===== src/rtl/alu_pkg.sv =====
// Shared widths, opcodes, FSM encoding and frame layout for the serial ALU front end.
package alu_pkg;

    localparam int OPW  = 3;
    localparam int SELW = 2;
    localparam int RESW = 2 * OPW;
    localparam int FRMW = SELW + 2 * OPW;
    localparam int CNTW = $clog2(FRMW);

    localparam logic [SELW-1:0] OP_ADD = 2'b00;
    localparam logic [SELW-1:0] OP_SUB = 2'b01;
    localparam logic [SELW-1:0] OP_MUL = 2'b10;
    localparam logic [SELW-1:0] OP_DIV = 2'b11;

    localparam logic [1:0] ST_IDLE = 2'd0;
    localparam logic [1:0] ST_EXEC = 2'd1;
    localparam logic [1:0] ST_SEND = 2'd2;

    localparam logic [CNTW-1:0] FRM_LAST = CNTW'(FRMW - 1);
    localparam logic [CNTW-1:0] RES_LAST = CNTW'(RESW - 1);

    typedef struct packed {
        logic [SELW-1:0] sel;
        logic [OPW-1:0]  a;
        logic [OPW-1:0]  b;
    } frame_t;

    function automatic logic is_div_zero(input frame_t f);
        return (f.sel == OP_DIV) && (f.b == '0);
    endfunction

endpackage


===== src/rtl/ser_shift_reg.sv =====
// Generic left-shifting register with parallel load; serves as both the command SIPO
// and the result PISO (MSB leaves first, zeros fill from the right).
module ser_shift_reg #(
    parameter int WIDTH = 8
) (
    input  logic             clk,
    input  logic             rst,
    input  logic             load,
    input  logic [WIDTH-1:0] load_data,
    input  logic             shift_en,
    input  logic             shift_in,
    output logic [WIDTH-1:0] data
);

    always_ff @(posedge clk) begin
        if (rst) begin
            data <= '0;
        end else if (load) begin
            data <= load_data;
        end else if (shift_en) begin
            data <= {data[WIDTH-2:0], shift_in};
        end
    end

endmodule


===== src/rtl/alu_serial_frontend.sv =====
// Serial command/response front end for the external 3-bit ALU: gathers an 8-bit frame,
// presents it to the ALU for one cycle, then streams the 6-bit result out under valid/ready.
//
//  state   | meaning
//  --------+-----------------------------------------------------------
//  IDLE    | waiting for / receiving frame bits (bit_cnt = bits so far)
//  EXEC    | frame fields drive the ALU; result captured at cycle end
//  SEND    | result streamed MSB first, one bit per handshake
module alu_serial_frontend
    import alu_pkg::*;
(
    input  logic            clk,
    input  logic            rst,
    input  logic            sdi,
    input  logic            sdi_valid,
    output logic [OPW-1:0]  alu_a,
    output logic [OPW-1:0]  alu_b,
    output logic [SELW-1:0] alu_sel,
    input  logic [RESW-1:0] alu_result,
    output logic            sdo,
    output logic            sdo_valid,
    input  logic            sdo_ready,
    output logic            busy,
    output logic            dz,
    output logic            ovr
);

    logic [1:0]      state;
    logic [CNTW-1:0] bit_cnt;
    logic [FRMW-1:0] frame_q;
    logic [RESW-1:0] out_q;
    frame_t          frame_f;
    logic            recv_acc;
    logic            send_acc;
    logic            exec_cyc;

    assign recv_acc = (state == ST_IDLE) && sdi_valid;
    assign send_acc = (state == ST_SEND) && sdo_ready;
    assign exec_cyc = (state == ST_EXEC);

    ser_shift_reg #(.WIDTH(FRMW)) u_frame_sipo (
        .clk       (clk),
        .rst       (rst),
        .load      (1'b0),
        .load_data ('0),
        .shift_en  (recv_acc),
        .shift_in  (sdi),
        .data      (frame_q)
    );

    ser_shift_reg #(.WIDTH(RESW)) u_result_piso (
        .clk       (clk),
        .rst       (rst),
        .load      (exec_cyc),
        .load_data (alu_result),
        .shift_en  (send_acc),
        .shift_in  (1'b0),
        .data      (out_q)
    );

    assign frame_f = frame_t'(frame_q);
    assign alu_a   = frame_f.a;
    assign alu_b   = frame_f.b;
    assign alu_sel = frame_f.sel;

    always_ff @(posedge clk) begin
        if (rst) begin
            state   <= ST_IDLE;
            bit_cnt <= '0;
            dz      <= 1'b0;
        end else begin
            case (state)
                ST_IDLE: begin
                    if (sdi_valid) begin
                        if (bit_cnt == FRM_LAST) begin
                            bit_cnt <= '0;
                            state   <= ST_EXEC;
                        end else begin
                            bit_cnt <= bit_cnt + 1'b1;
                        end
                    end
                end
                ST_EXEC: begin
                    dz      <= is_div_zero(frame_f);
                    bit_cnt <= '0;
                    state   <= ST_SEND;
                end
                ST_SEND: begin
                    if (sdo_ready) begin
                        if (bit_cnt == RES_LAST) begin
                            bit_cnt <= '0;
                            state   <= ST_IDLE;
                        end else begin
                            bit_cnt <= bit_cnt + 1'b1;
                        end
                    end
                end
                default: begin
                    bit_cnt <= '0;
                    state   <= ST_IDLE;
                end
            endcase
        end
    end

    // sdo is gated so the drained result register never leaks onto the pin outside SEND
    assign sdo_valid = (state == ST_SEND);
    assign sdo       = sdo_valid & out_q[RESW-1];
    assign busy      = (state != ST_IDLE) || (bit_cnt != '0);
    assign ovr       = sdi_valid && (state != ST_IDLE);

endmodule

===== config.mk =====
export PLATFORM = sky130hd
export DESIGN_NAME = alu_serial_frontend
export DESIGN_NICKNAME = d
export VERILOG_FILES = /design/src/rtl/alu_pkg.sv /design/src/rtl/ser_shift_reg.sv /design/src/rtl/alu_serial_frontend.sv
export SDC_FILE = /design/constraint.sdc
export NUM_CORES = 1
export LEC_CHECK = 0
export CAP_MARGIN = 20
export CORE_UTILIZATION = 50
export DETAILED_ROUTE_END_ITERATION = 7
export GPL_TIMING_DRIVEN = 1
export PLACE_DENSITY = 0.93
export SLEW_MARGIN = 20
export SYNTH_ARGS = -nofsm -noshare
export SYNTH_HDL_FRONTEND = slang
export SYNTH_SLANG_ARGS = --single-unit

===== constraint.sdc =====
create_clock -name clk -period 3.7 [get_ports clk]
set_input_delay 0.555 -clock clk [delete_from_list [all_inputs] [get_ports clk]]
set_output_delay 0.555 -clock clk [all_outputs]
set_load 0.02 [all_outputs]

## Yosys cells after proc, flatten, opt, wreduce, memory -nomap -nowiden

Index checks and enable logic that the tools add are counted.

- Bits in registers: 20
- Output and inout port bits: 13

- Add/sub/neg operators: 1
- Equal/unequal tests: 9
- Multiplexer cells: 12
- Bitwise gates (word level): 1
- Reduce and logical (&&, ||, !) cells: 12

Operator list:

| operator | count |
|---|---|
| two-way mux 3 bit | 4 |
| two-way mux 6 bit | 2 |
| two-way mux 2 bit | 4 |
| equality test 3 bit (second input constant) | 2 |
| inequality test 2 x 1 -> 1 bit (second input constant) | 3 |
| case mux 2 bit (3 select lines) | 1 |
| case mux 3 bit (2 select lines) | 1 |
| equality test 2 bit (second input constant) | 2 |
| logical AND 1 bit | 4 |
| AND reduction 4 bit | 1 |
| nonzero test 2 bit | 2 |
| adder 3 x 1 -> 3 bit (second input constant) | 1 |
| zero test 3 bit | 1 |
| nonzero test 3 bit | 1 |
| equality test 2 x 1 -> 1 bit (second input constant) | 1 |
| zero test 2 bit | 1 |
| inequality test 2 bit (second input constant) | 1 |
| AND reduction 2 bit | 1 |
| bitwise AND 1 bit | 1 |
| logical OR 1 bit | 1 |

## Depth between registers and ports, before layout

Gate-level depths: netlist of the first run.

- Word-level depth: 4
- Mapped depth: 5
- Depth with buffers taken out: 5

## By module

A second synthesis of the first run with hierarchy kept.

- Cells, all modules: 109
- Area, all modules: 1,043.5 um2

By module, submodules not included:

| module | times used | cells each | area each (um2) | seq. area each (um2) |
|---|---|---|---|---|
| alu_serial_frontend | 1 | 48 | 396.6 | 120.1 |
| ser_shift_reg at u_frame_sipo | 1 | 35 | 369.1 | 160.2 |
| ser_shift_reg at u_result_piso | 1 | 26 | 277.8 | 120.1 |

## Worst setup path after synthesis of the first run

OpenSTA, ideal clock, no wires.

- Path kind: flip-flop to output port
- From: reg bit_cnt[0]
- To: out busy
- Data arrival time: 1,192 ps
- Required time: 3,145 ps
- Path slack: 1,953 ps
- Cell stages (with the launch flop): 4
- Buffers on the path: 0
- Cells stage by stage: dfxtp_1 inv_1 ha_1 or4b_2

- Longest elaborated chain between the ends: 2

RTL lines:

| what | line | text |
|---|---|---|
| start, declared | alu_serial_frontend.sv:29 | `logic [CNTW-1:0] bit_cnt;` |
| start signal, assigned | alu_serial_frontend.sv:79 | `bit_cnt <= bit_cnt + 1'b1;` |
| start signal, assigned | alu_serial_frontend.sv:94 | `bit_cnt <= bit_cnt + 1'b1;` |
| nonzero test 3 bit | alu_serial_frontend.sv:109 | `assign busy = (state != ST_IDLE) \|\| (bit_cnt != '0);` |
| logical OR 1 bit | alu_serial_frontend.sv:109 |  |
| end, declared | alu_serial_frontend.sv:23 | `output logic busy,` |

No other way between the ends.

## Worst setup path after layout of the first run

Same ends and word-level chain as after synthesis.

==> run_results.csv, run 1 <==
group,metric,value,unit
worst_setup_path,reg2reg_depth,3,
clock_network,cts_root_buffer,"clkbuf_4",
logic_synthesis,synth_cells,95,
power,ir_drop,0.230,mV
cells_and_area,nNetsFinal,135,
cells_and_area,design_area,1200,um^2
status,status,"complete, no violations",
placement,hpwl,1360,um
detailed_routing,ant_nets,0,
sta,max_clock_freq,387,MHz
power,power,0.365,mW
power,p_per_area,304,nW/um^2
clock_network,cts_buffer_depth,2,
sta,slew_viol_final,0,
cells_and_area,area_growth,27.2,%
clock_network,post_cts_resized,0,
sta,max_slew_margin,0.665,
floorplan,rows,15,
sta,skew,0.00329,ns
worst_setup_path,cp_max_fo,5,
floorplan,start_util,0.541,
floorplan,core,1750,um^2
detailed_routing,wire_per_inst,12.4,um
floorplan,die_w,45.5,um
clock_network,cts_tree,"built",
min_path,hold_start,"u_result_piso.data[0]",
power,switching_share,0.230,
power,p_int,0.281,mW
logic_synthesis,synth_area_leader_cell,"dfxtp_1",
clock_network,clk_pin_slew,0.10,ns
grt,grt_pass1_wl,2910,um
min_path,holdPathEnd,"u_result_piso.data[0]",
worst_setup_path,arrival,2.03,ns
min_path,whs_path_depth,2,
cells_and_area,fin_cells,142,
logic_synthesis,dominantRegCellSynth,"dfxtp_1",
grt,grt_max_degree,15,
logic_synthesis,synth_area_leaders,"dfxtp_1 42%, mux2i_1 15%, ha_1 6.6%, nor2_1 4.4%, a21oi_1 3.7%",
grt,antenna_found_initial,0,
placement,placedInstanceArea,1180,um^2
sta,hold_viol,0,
sta,hold_slack,0.476,ns
logic_synthesis,synth-seq-cells,20,
detailed_routing,routed_via_density,5.12,
min_path,hold_path_class,"reg2reg",
placement,gp_congestion,0.670,
logic_synthesis,async_flop_share,0,
sta,tightestPinTransition,0.500,ns
logic_synthesis,synth_area_per_cell,9.94,um^2
floorplan,dieArea,2070,um^2
grt,grt_overflow,0,
logic_synthesis,yosysTopAreaCellShare,0.424,
sta,grt_setup_unrepaired,"false",
detailed_routing,drtPass1Iterations,4,
power,power_switching,0.0842,mW
detailed_routing,drt_wl_total,1770,um
worst_setup_path,critPathCaptureType,"output pin",
power,p_seq_frac,0.608,
sta,setup_viol,0,
worst_setup_path,rr_endpoint,"bit_cnt[0]",
placement,io_buffers,23,
detailed_routing,drc,0,
clock_network,cts_buffers,3,
cells_and_area,layout-drive-gt1-share,0.0855,
logic_synthesis,synth_edf_count,0,
clock_network,worstSkewPairLatency,0.30,ns
grt,grt_usage,0.199,
worst_setup_path,r2r_start,"state[1]",
placement,dp_cells,139,
flow_run,max_cap_viol_count,0,
clock_network,h-tree-depth,1,
logic_synthesis,yosysUniqueCellTypes,28,
logic_synthesis,syn_area,945,um^2
detailed_routing,drtIter0Drc,4,
clock_network,post-cts-setup-buffer-count,0,
worst_setup_path,path_class,"reg2out",
logic_synthesis,seq_area_frac_synth,0.424,
logic_synthesis,yosys_warnings,0,
floorplan,die_y,45.5,um
clock_network,hold_buffers,0,
clock_network,clock_sinks,20,
floorplan,io_pins,24,
sta,post-route-period-util,0.698,
grt,grt_pass1_vias,714,
sta,post-route-min-period,2.58,ns
worst_setup_path,reg2reg_slack,2.27,ns
logic_synthesis,synth_nets,111,
cells_and_area,antenna_cells,0,
worst_setup_path,critPathLaunchType,"flop",
sta,fin_tns_setup,0,ns
detailed_routing,via_count,727,
power,p_comb_frac,0.119,
power,p_leak,0.520,nW
worst_setup_path,crit_required,3.14,ns
power,power_frac_clock,0.273,
[metrics by stage]
step,setup slack (ns),util
2_1_floorplan,1.95,-
3_3_place_gp,1.35,0.675
6_report,1.12,0.688
5_1_grt,1.03,0.688
4_1_cts,1.11,0.688
3_5_place_dp,1.34,0.675
[worst max path at each step]
stage	end	slack, ns	startpoint
floorplan	busy	1.95	bit_cnt[0]
global placement	ovr	1.35	sdi_valid
detailed placement	ovr	1.34	sdi_valid
CTS	busy	1.11	bit_cnt[0]
global route	busy	1.03	bit_cnt[0]
finish	busy	1.12	bit_cnt[0]
[power groups by stage]
stage               Combinational, mW  Clock, mW  Sequential, mW
floorplan                      0.0217          0           0.228
global placement               0.0424          0           0.227
detailed placement             0.0435          0           0.227
CTS                            0.0437      0.102           0.222
global route                   0.0486      0.110           0.223
finish                         0.0435     0.0998           0.222
[cell usage in the layout, fill, tap and decap left out, drive strengths merged, types with 2 or more instances in the layout]
cell / instances
a21oi: 7
nand3: 2
nor2: 11
inv: 5
ha: 5
mux2i: 14
dfxtp: 20
nand3b: 2
nor3b: 2
and2: 2
nand2: 2
clkbuf: 3
clkdlybuf4s50: 23
a32o: 3
o21ai: 5
[kinds of logic (layout without fill, tap and decap cells)]
family,after synthesis,in the layout,synth area share
adder cells (fa/ha/maj),5,5,0.0662
buffers and inverters,10,32,0.0569
AND/OR/NAND/NOR,28,28,0.181
flip-flops,20,20,0.424
multiplexers,14,14,0.148
AO/OA/AOI/OAI,18,18,0.123
[registers in the layout, summed over array words and instances, names as in the netlist]
register,cells
dz,1
bit_cnt,3
u_frame_sipo.data,8
state,2
u_result_piso.data,6
[synthesized netlist by cell type, drive strengths merged, types with 2 or more instances]
cell type,instances
nor3b,2
ha,5
nor2,11
buf,4
a21oi,7
and2,2
dfxtp,20
o21ai,5
nand2,2
inv,5
mux2i,14
nand3,2
a32o,3
nand3b,2
[layout make-up]
class | count | area [um^2]
repair buffers | 24 | 238
clock buffers | 3 | 22.5
well taps | 25 | 31.3
flip-flops and latches | 20 | 400
inverters | 5 | 18.8
fillers | 143 | 544
multi-input cells | 65 | 490
[critical path, stage by stage (launching register included)]
cell and delay (ns):
dfxtp_1 0.37, inv_1 0.10, ha_1 0.14, or4b_2 0.57, clkdlybuf4s50_1 0.55
[layer usage]
metal | track usage | up-vias | part of all wire
met4 | 0.127 | 0 | 0.024
met5 | 0 | - | 0
met3 | 0.0516 | 4 | 0.054
li1 | - | 377 | -
met2 | 0.326 | 17 | 0.49
met1 | 0.227 | 329 | 0.43
Note: power is estimated with default switching activity, not from simulation.
==> inputs of run 2 (changes only) <==
--- a/config.mk
+++ b/config.mk
@@ -6,10 +6,10 @@
 export NUM_CORES = 1
 export LEC_CHECK = 0
 export CAP_MARGIN = 20
-export CORE_UTILIZATION = 50
+export CORE_UTILIZATION = 47
 export DETAILED_ROUTE_END_ITERATION = 7
 export GPL_TIMING_DRIVEN = 1
-export PLACE_DENSITY = 0.93
+export PLACE_DENSITY = 0.89
 export SLEW_MARGIN = 20
 export SYNTH_ARGS = -nofsm -noshare
 export SYNTH_HDL_FRONTEND = slang
==> constraint.sdc (replaced) <==
create_clock -name clk -period 2.7 [get_ports clk]
set_input_delay 0.405 -clock clk [delete_from_list [all_inputs] [get_ports clk]]
set_output_delay 0.405 -clock clk [all_outputs]
set_load 0.02 [all_outputs]
==> run_results.csv, run 2 (synthesis gave the netlist of run 1 again) <==
group,metric,value,unit
worst_setup_path,critPathCaptureType,"output pin",
grt,antenna_found_initial,0,
detailed_routing,wire_per_inst,13.1,um
detailed_routing,drtIter0Drc,11,
sta,post-route-min-period,2.42,ns
worst_setup_path,reg2reg_depth,3,
cells_and_area,final_core_util,0.674,
power,p_seq_frac,0.564,
clock_network,post_cts_resized,0,
sta,slew_viol_final,0,
floorplan,rows,15,
sta,finalWorstSetupSlack,0.277,ns
worst_setup_path,cp_max_fo,5,
detailed_routing,drtPass1Iterations,4,
grt,grt_pass1_wl,2990,um
sta,grt_setup_unrepaired,"false",
power,p_int,0.416,mW
detailed_routing,via_count,747,
detailed_routing,ant_nets,0,
detailed_routing,drc,0,
floorplan,core,1800,um^2
power,ir_drop,0.282,mV
power,power_switching,0.124,mW
sta,hold_viol,0,
worst_setup_path,arrival,2.02,ns
power,switching_share,0.229,
sta,fin_tns_setup,0,ns
floorplan,die_w,46.8,um
grt,grt_overflow,0,
placement,hpwl,1360,um
floorplan,die_y,46.8,um
sta,max_slew_margin,0.679,
status,status,"complete, no violations",
cells_and_area,final_cell_mix,"23 x clkdlybuf4s50_1, 20 x dfxtp_1, 14 x mux2i_1",
min_path,whs_path_depth,2,
sta,setup_viol,0,
floorplan,dieArea,2190,um^2
sta,skew,0.00623,ns
flow_run,max_cap_viol_count,0,
clock_network,cts_buffer_depth,2,
cells_and_area,largest_register_ffs,8,
sta,max_clock_freq,413,MHz
placement,io_buffers,23,
placement,placedInstanceArea,1180,um^2
worst_setup_path,crit_required,2.30,ns
min_path,hold_path_class,"reg2reg",
clock_network,clk_pin_slew,0.12,ns
detailed_routing,drt_wl_total,1870,um
worst_setup_path,path_class,"reg2out",
cells_and_area,nNetsFinal,135,
cells_and_area,antenna_cells,0,
cells_and_area,design_area,1210,um^2
cells_and_area,area_growth,28.6,%
clock_network,cts_buffers,3,
sta,post-route-period-util,0.897,
placement,dp_cells,139,
clock_network,clock_sinks,20,
clock_network,hold_buffers,0,
grt,grt_max_degree,15,
cells_and_area,layout-drive-gt1-share,0.0932,
floorplan,io_pins,24,
power,p_leak,0.527,nW
power,power_frac_clock,0.323,
worst_setup_path,critPathLaunchType,"flop",
clock_network,h-tree-depth,1,
floorplan,start_util,0.524,
cells_and_area,mostFrequentLayoutCell,"clkdlybuf4s50_1",
placement,place_ws,0.607,ns
power,p_per_area,444,nW/um^2
placement,gp_congestion,0.806,
clock_network,post-cts-setup-buffer-count,0,
cells_and_area,top_regs,"u_frame_sipo.data: 8 flops, u_result_piso.data: 6 flops, bit_cnt: 3 flops",
cells_and_area,top_register,"u_frame_sipo.data",
detailed_routing,routed_via_density,5.22,
clock_network,cts_tree,"built",
power,p_comb_frac,0.113,
grt,grt_pass1_vias,721,
grt,grt_usage,0.197,
clock_network,worstSkewPairLatency,0.30,ns
sta,tightestPinTransition,0.480,ns
clock_network,cts_root_buffer,"clkbuf_4",
cells_and_area,fin_cells,143,
## run 2: layout make-up
cell class | instances | area (um^2)
Inverter | 5 | 18.8
Multi-Input combinational cell | 65 | 490
Fill cell | 166 | 587
Tap cell | 25 | 31.3
Timing Repair Buffer | 24 | 238
Clock buffer | 4 | 36.3
Sequential cell | 20 | 400
## run 2: worst paths after layout
check | start | to | slack, ns
hold reg to reg | dz | dz | 0.47
setup reg to reg | state[1] | bit_cnt[0] | 1.24
setup / recovery | bit_cnt[0] | busy | 0.28
hold / removal | dz | dz | 0.47
## run 2: through the flow
stage,power (mW),hold slack (ns)
CTS,0.545,0.479
global placement,0.369,0.445
global route,0.557,0.495
floorplan,0.342,0.443
finish,0.540,0.473
detailed placement,0.372,0.463
## run 2: metal layers
metal | wire, um | vias to the layer above | GRT usage
met4 | 12 | 0 | 0.120
met1 | 838 | 348 | 0.226
li1 | - | 377 | -
met3 | 77 | 2 | 0.0231
met5 | 0 | - | 0
met2 | 946 | 20 | 0.347
## run 2: worst max-delay path, cell delays in order, from the launching register on
cell,delay (ns)
dfxtp_1,0.37
inv_1,0.10
ha_1,0.14
or4b_2,0.57
clkdlybuf4s50_1,0.55
## run 2: power groups by stage
| stage | clock network (mW) | registers, mW | logic (mW) |
|---|---|---|---|
| floorplan | 0 | 0.312 | 0.0298 |
| detailed placement | 0 | 0.311 | 0.0607 |
| global placement | 0 | 0.311 | 0.0586 |
| CTS | 0.180 | 0.304 | 0.0610 |
| global route | 0.186 | 0.305 | 0.0664 |
| finish | 0.174 | 0.305 | 0.0609 |
